File: config.mk
export PLATFORM = sky130hd
export DESIGN_NAME = bit_serial_adder
export DESIGN_NICKNAME = d
export VERILOG_FILES = /design/src/rtl/bsa_pkg.sv /design/src/rtl/bsa_chunk_add.sv /design/src/rtl/bit_serial_adder.sv
export SDC_FILE = /design/constraint.sdc
export NUM_CORES = 1
export LEC_CHECK = 0
export ABC_AREA = 1
export BUFFER_PORTS_ARGS = -buffer_cell sky130_fd_sc_hd__buf_2
export CAP_MARGIN = 40
export CORE_MARGIN = 10
export CORE_UTILIZATION = 35
export CTS_CLUSTER_SIZE = 16
export DETAILED_ROUTE_END_ITERATION = 12
export PLACE_DENSITY = 0.56
export RECOVER_POWER = 25
export SYNTH_ARGS = -nofsm -noshare
export SYNTH_HDL_FRONTEND = slang
export SYNTH_SLANG_ARGS = --single-unit
export TNS_END_PERCENT = 10
File: constraint.sdc
create_clock -name clk -period 2.23 [get_ports clk]
set_clock_uncertainty 0.15 [all_clocks]
set_input_delay 0.223 -clock clk [delete_from_list [all_inputs] [get_ports clk]]
set_output_delay 0.223 -clock clk [all_outputs]
set_load 0.01 [all_outputs]
File: src/rtl/bsa_pkg.sv
// Shared definitions for the bit-serial adder: FSM state encoding and a
// helper that sizes the step counter.
package bsa_pkg;

    // Two-bit state encoding kept as plain constants for older consumers.
    typedef logic [1:0] bsa_state_t;

    localparam bsa_state_t StIdle = 2'd0;
    localparam bsa_state_t StBusy = 2'd1;
    localparam bsa_state_t StDone = 2'd2;

    // Step counter width: clog2(steps), never less than one bit.
    function automatic int unsigned cnt_width(input int unsigned steps);
        return (steps > 1) ? $clog2(steps) : 1;
    endfunction

endpackage

File: src/rtl/bsa_chunk_add.sv
// Combinational ripple of BITS full-adder cells; one chunk per clock step.
module bsa_chunk_add #(
    parameter int unsigned BITS = 1
) (
    input  logic [BITS-1:0] a_chunk,
    input  logic [BITS-1:0] b_chunk,
    input  logic            cin,
    output logic [BITS-1:0] sum_chunk,
    output logic            cout
);

    logic [BITS:0] carry;

    assign carry[0] = cin;

    for (genvar i = 0; i < BITS; i++) begin : g_fa
        assign sum_chunk[i] = a_chunk[i] ^ b_chunk[i] ^ carry[i];
        assign carry[i+1]   = (a_chunk[i] & b_chunk[i]) | (carry[i] & (a_chunk[i] ^ b_chunk[i]));
    end

    assign cout = carry[BITS];

endmodule

File: src/rtl/bit_serial_adder.sv
// Multi-cycle adder: WIDTH-bit operands summed BITS_PER_CYCLE bits per clock,
// carry held in a register between steps, valid/ready on both sides.
// Optional macro BSA_SUB_EN adds the sub port (a - b via inverted B at capture).
module bit_serial_adder
    import bsa_pkg::*;
#(
    parameter int unsigned WIDTH          = 8,
    parameter int unsigned BITS_PER_CYCLE = 1
) (
    input  logic             clk,
    input  logic             rst,
    input  logic             in_valid,
    output logic             in_ready,
    input  logic [WIDTH-1:0] a,
    input  logic [WIDTH-1:0] b,
    input  logic             cin,
`ifdef BSA_SUB_EN
    input  logic             sub,
`endif
    output logic             out_valid,
    input  logic             out_ready,
    output logic [WIDTH-1:0] sum,
    output logic             cout
);

    localparam int unsigned STEPS = WIDTH / BITS_PER_CYCLE;
    localparam int unsigned CNT_W = cnt_width(STEPS);
    localparam logic [CNT_W-1:0] LAST_STEP = CNT_W'(STEPS - 1);

    if ((WIDTH == 0) || (BITS_PER_CYCLE == 0) || (WIDTH % BITS_PER_CYCLE != 0)) begin : g_bad_cfg
        $error("bit_serial_adder: BITS_PER_CYCLE must be nonzero and divide WIDTH");
    end

    logic sub_eff;
`ifdef BSA_SUB_EN
    assign sub_eff = sub;
`else
    assign sub_eff = 1'b0;
`endif

    bsa_state_t          state_q, state_d;
    logic [WIDTH-1:0]    a_q, a_d, b_q, b_d;
    logic [WIDTH-1:0]    acc_q, acc_d, acc_shift;
    logic [WIDTH-1:0]    sum_q, sum_d;
    logic                carry_q, carry_d, cout_q, cout_d;
    logic [CNT_W-1:0]    cnt_q, cnt_d;
    logic [BITS_PER_CYCLE-1:0] chunk_sum;
    logic                chunk_cout;

    bsa_chunk_add #(
        .BITS (BITS_PER_CYCLE)
    ) u_chunk (
        .a_chunk   (a_q[BITS_PER_CYCLE-1:0]),
        .b_chunk   (b_q[BITS_PER_CYCLE-1:0]),
        .cin       (carry_q),
        .sum_chunk (chunk_sum),
        .cout      (chunk_cout)
    );

    // Chunk result enters at the MSB end; after STEPS shifts it sits in place.
    assign acc_shift = (acc_q >> BITS_PER_CYCLE)
                     | (WIDTH'(chunk_sum) << (WIDTH - BITS_PER_CYCLE));

    // Next-state logic: capture in IDLE, one chunk per BUSY cycle, hold in DONE.
    always_comb begin
        state_d = state_q;
        a_d     = a_q;
        b_d     = b_q;
        acc_d   = acc_q;
        carry_d = carry_q;
        cnt_d   = cnt_q;
        sum_d   = sum_q;
        cout_d  = cout_q;
        case (state_q)
            StIdle: begin
                if (in_valid) begin
                    a_d     = a;
                    b_d     = sub_eff ? ~b : b;
                    carry_d = cin ^ sub_eff;
                    cnt_d   = '0;
                    state_d = StBusy;
                end
            end
            StBusy: begin
                a_d     = a_q >> BITS_PER_CYCLE;
                b_d     = b_q >> BITS_PER_CYCLE;
                acc_d   = acc_shift;
                carry_d = chunk_cout;
                cnt_d   = cnt_q + 1'b1;
                if (cnt_q == LAST_STEP) begin
                    // Outputs only change when a full result is ready.
                    sum_d   = acc_shift;
                    cout_d  = chunk_cout;
                    state_d = StDone;
                end
            end
            StDone: begin
                if (out_ready) begin
                    state_d = StIdle;
                end
            end
            default: state_d = StIdle;
        endcase
    end

    // State registers with synchronous reset; reset also aborts any operation.
    always_ff @(posedge clk) begin
        if (rst) begin
            state_q <= StIdle;
            a_q     <= '0;
            b_q     <= '0;
            acc_q   <= '0;
            carry_q <= 1'b0;
            cnt_q   <= '0;
            sum_q   <= '0;
            cout_q  <= 1'b0;
        end else begin
            state_q <= state_d;
            a_q     <= a_d;
            b_q     <= b_d;
            acc_q   <= acc_d;
            carry_q <= carry_d;
            cnt_q   <= cnt_d;
            sum_q   <= sum_d;
            cout_q  <= cout_d;
        end
    end

    assign in_ready  = (state_q == StIdle);
    assign out_valid = (state_q == StDone);
    assign sum       = sum_q;
    assign cout      = cout_q;

endmodule

==> reports/metrics.yaml <==
power:
  pwr-share-clk_pct: 43.6
  swShare_pct: 22.6
  leakagePower_nw: 0.989
  combPwrFrac_pct: 11.3
  power.density_mw_per_mm2: 805
  seqPwrFrac_pct: 45.2
  ir_drop_v: 0.000243
  p_sw_mw: 0.372
  internal_power_mw: 1.27
worst_setup_path:
  required_ps: 2260
  path_cells: "o21ai_1 -> buf_12 -> nand2_1 -> nand2_1 -> nor2_1"
  path_class: "reg -> reg"
  critPathMostFrequentCell: "nand2_1"
  worst_setup_path_end_kind: "flop"
  cp.buffers_inverters: 1
  cp_data_arrival_time_ps: 1860
  crit_family: "compound AO/OA/AOI/OAI gates"
  worstSetupStartpointType: "flop"
  worstPathMaxFanout: 27
  cp_slowest_cell: "o21ai_1"
  max_stage_delay_ps: 690
clock_network:
  htree_levels: 2
  cts.sinks: 38
  cts_setup_buffers: 0
  cts.clk_slew.worst_paths_ps: 70
  clock_latency_ps: 280
  cts_made_buffers: 5
  root_buffer: "clkbuf_8"
  holdBufCountCts: 0
  clockBufferDepth: 2
  tritoncts: "done"
  cts.repair.resized: 0
global_routing:
  antenna_found_initial: 0
  track_usage_pct: 9.06
  grt_pass1_wl_um: 6350
  grt_overflow_total: 0
  grt_pass1_vias: 1435
  grt_max_degree: 28
detailed_routing:
  drc: 0
  vias: 1504
  first_pass_iters: 4
  routed_wl_um: 3640
  drtIter0Drc: 59
  routed_via_density: 4.25
  wire_per_inst_um: 10.3
  drtAntennaViolNets: 0
layout:
  n_fill_cell: 514
  syn2layout_area_growth_pct: 19.3
  num_antenna_cells: 0
  final_nets: 310
  drive_above_1_share_pct: 13.2
  multi_input_area_um2: 727
  regArea_um2: 761
  postLayoutCoreUtil_pct: 43.3
synth:
  ys_top_cells_by_area: "dfxtp_1 44%, nand2_1 18%, nor2_1 8.3%"
  ys_seq_area_share_pct: 44.4
  yosys_warnings: 0
  syn_nets: 279
  yosys.cell_types.count: 18
  avgSynthCellArea_um2: 6.72
  netlist_instances: 255
  yosysTopAreaCell: "dfxtp_1"
  syn_area_mm2: 0.00171
  yosys_register_bits: 38
  yosys.area.top_type_share_pct: 44.4
timing:
  max_freq_mhz: 548
  worst_slew_pin_slew_ps: 786
  period_needed_ps: 1820
  rsz0062_at_grt: "false"
  setup_violations: 0
  final_hold_viol_count: 0
  drv_slew: 0
  slew_headroom_pct: 47.3
  min_period_over_period_pct: 81.8
  fin_tns_setup_ps: 0
placed_design:
  gp_congestion: 0.801
  port_buffers: 31
  hpwl_um: 2610
floorplanning:
  rows: 25
  die_area_mm2: 0.00809
  start_util_pct: 36.3
  die_h_um: 90.0
  fp.coreArea_mm2: 0.00472
  die_x_um: 90.0
  num_io_pins: 32
min_path:
  min_path_type: "in -> reg"
status:
  status: "finished clean"
flow_run:
  cap_viol_max_count: 0
-- Yosys cell counts --
| cell type | instances |
|---|---|
| dfxtp_1 | 38 |
| nor2_1 | 38 |
| nand3_1 | 2 |
| inv_1 | 37 |
| buf_4 | 3 |
| ha_1 | 2 |
| inv_2 | 1 |
| nand2_2 | 1 |
| o21ai_0 | 10 |
| o21ai_4 | 1 |
| buf_2 | 3 |
| fa_1 | 1 |
| a21oi_1 | 27 |
| nor2_4 | 1 |
| buf_6 | 2 |
| nor2_2 | 1 |
| clkbuf_1 | 3 |
| nand2_1 | 84 |
-- cell families after synthesis --
logic type | after synthesis | share of synthesized area, %
buffers and inverters | 49 | 12.5
AOI/OAI and AO/OA | 38 | 11.8
adders and majority gates | 3 | 2.63
DFF | 38 | 44.4
and+or+nand+nor | 127 | 28.7
-- worst paths after layout --
path         cells after the start  slack (ps)    endpoint       start
max                              5         410      a_q[5]  state_q[0]
min                              4          40  state_q[1]   out_ready
max reg2reg                      5         410      a_q[5]  state_q[0]
min reg2reg                      2         310      sum[7]      sum[7]
-- cells in the final DEF, fill, tap and decap left out, types with 3 or more instances in the layout --
master,Yosys,routed
nand2_1,84,84
nor2_1,38,38
dfxtp_1,38,38
inv_1,37,37
a21oi_1,27,27
buf_2,3,22
o21ai_0,10,10
clkbuf_1,3,9
clkbuf_8,0,6
buf_4,3,3
-- per-stage QoR --
stage	instance area [um^2]	hold slack, ps	total power [mW]	cells	setup slack [ps]
after global routing	2040	71.5	1.73	354	200
after global placement	1920	297	0.947	346	433
final	2040	39.7	1.65	354	406
after detailed placement	1920	299	0.948	346	338
after floorplan	1710	142	0.898	255	922
after CTS	2070	29.8	1.67	354	321
-- power by group through the flow --
| stage | Clock [mW] | Sequential [mW] | Combinational [mW] |
|---|---|---|---|
| 6_report | 0.717 | 0.743 | 0.185 |
| 5_1_grt | 0.757 | 0.749 | 0.219 |
| 4_1_cts | 0.733 | 0.744 | 0.190 |
| 3_5_place_dp | 0 | 0.760 | 0.188 |
| 3_3_place_gp | 0 | 0.759 | 0.188 |
| 2_1_floorplan | 0 | 0.752 | 0.146 |
-- worst min-delay path, stage by stage --
cell and delay, ps:
buf_2 70, inv_1 30, nand2_1 50, a21oi_1 50
-- routing by layer --
| metal | global-route usage [%] | up-vias | routed length (um) |
|---|---|---|---|
| met1 | 11.1 | 647 | 1840 |
| li1 | - | 823 | - |
| met2 | 14.5 | 30 | 1590 |
| met4 | 4.38 | 0 | 55 |
| met5 | 0 | - | 0 |
| met3 | 2.16 | 4 | 154 |
-- final cells by class --
class | instances | share of cell area (%)
clock buffer | 6 | 4.04
tap | 67 | 4.10
timing repair buffer | 35 | 9.12
clock inverter | 2 | 2.94
inverter | 38 | 6.98
sequential | 38 | 37.2
multi-input combinational | 168 | 35.6
-- sequential cells by signal, indices dropped and copies added (netlist names) --
name / count
cout: 1
cnt_q: 3
b_q: 8
acc_q: 7
a_q: 8
sum: 8
carry_q: 1
state_q: 2
(Power assumes the default switching activity.)
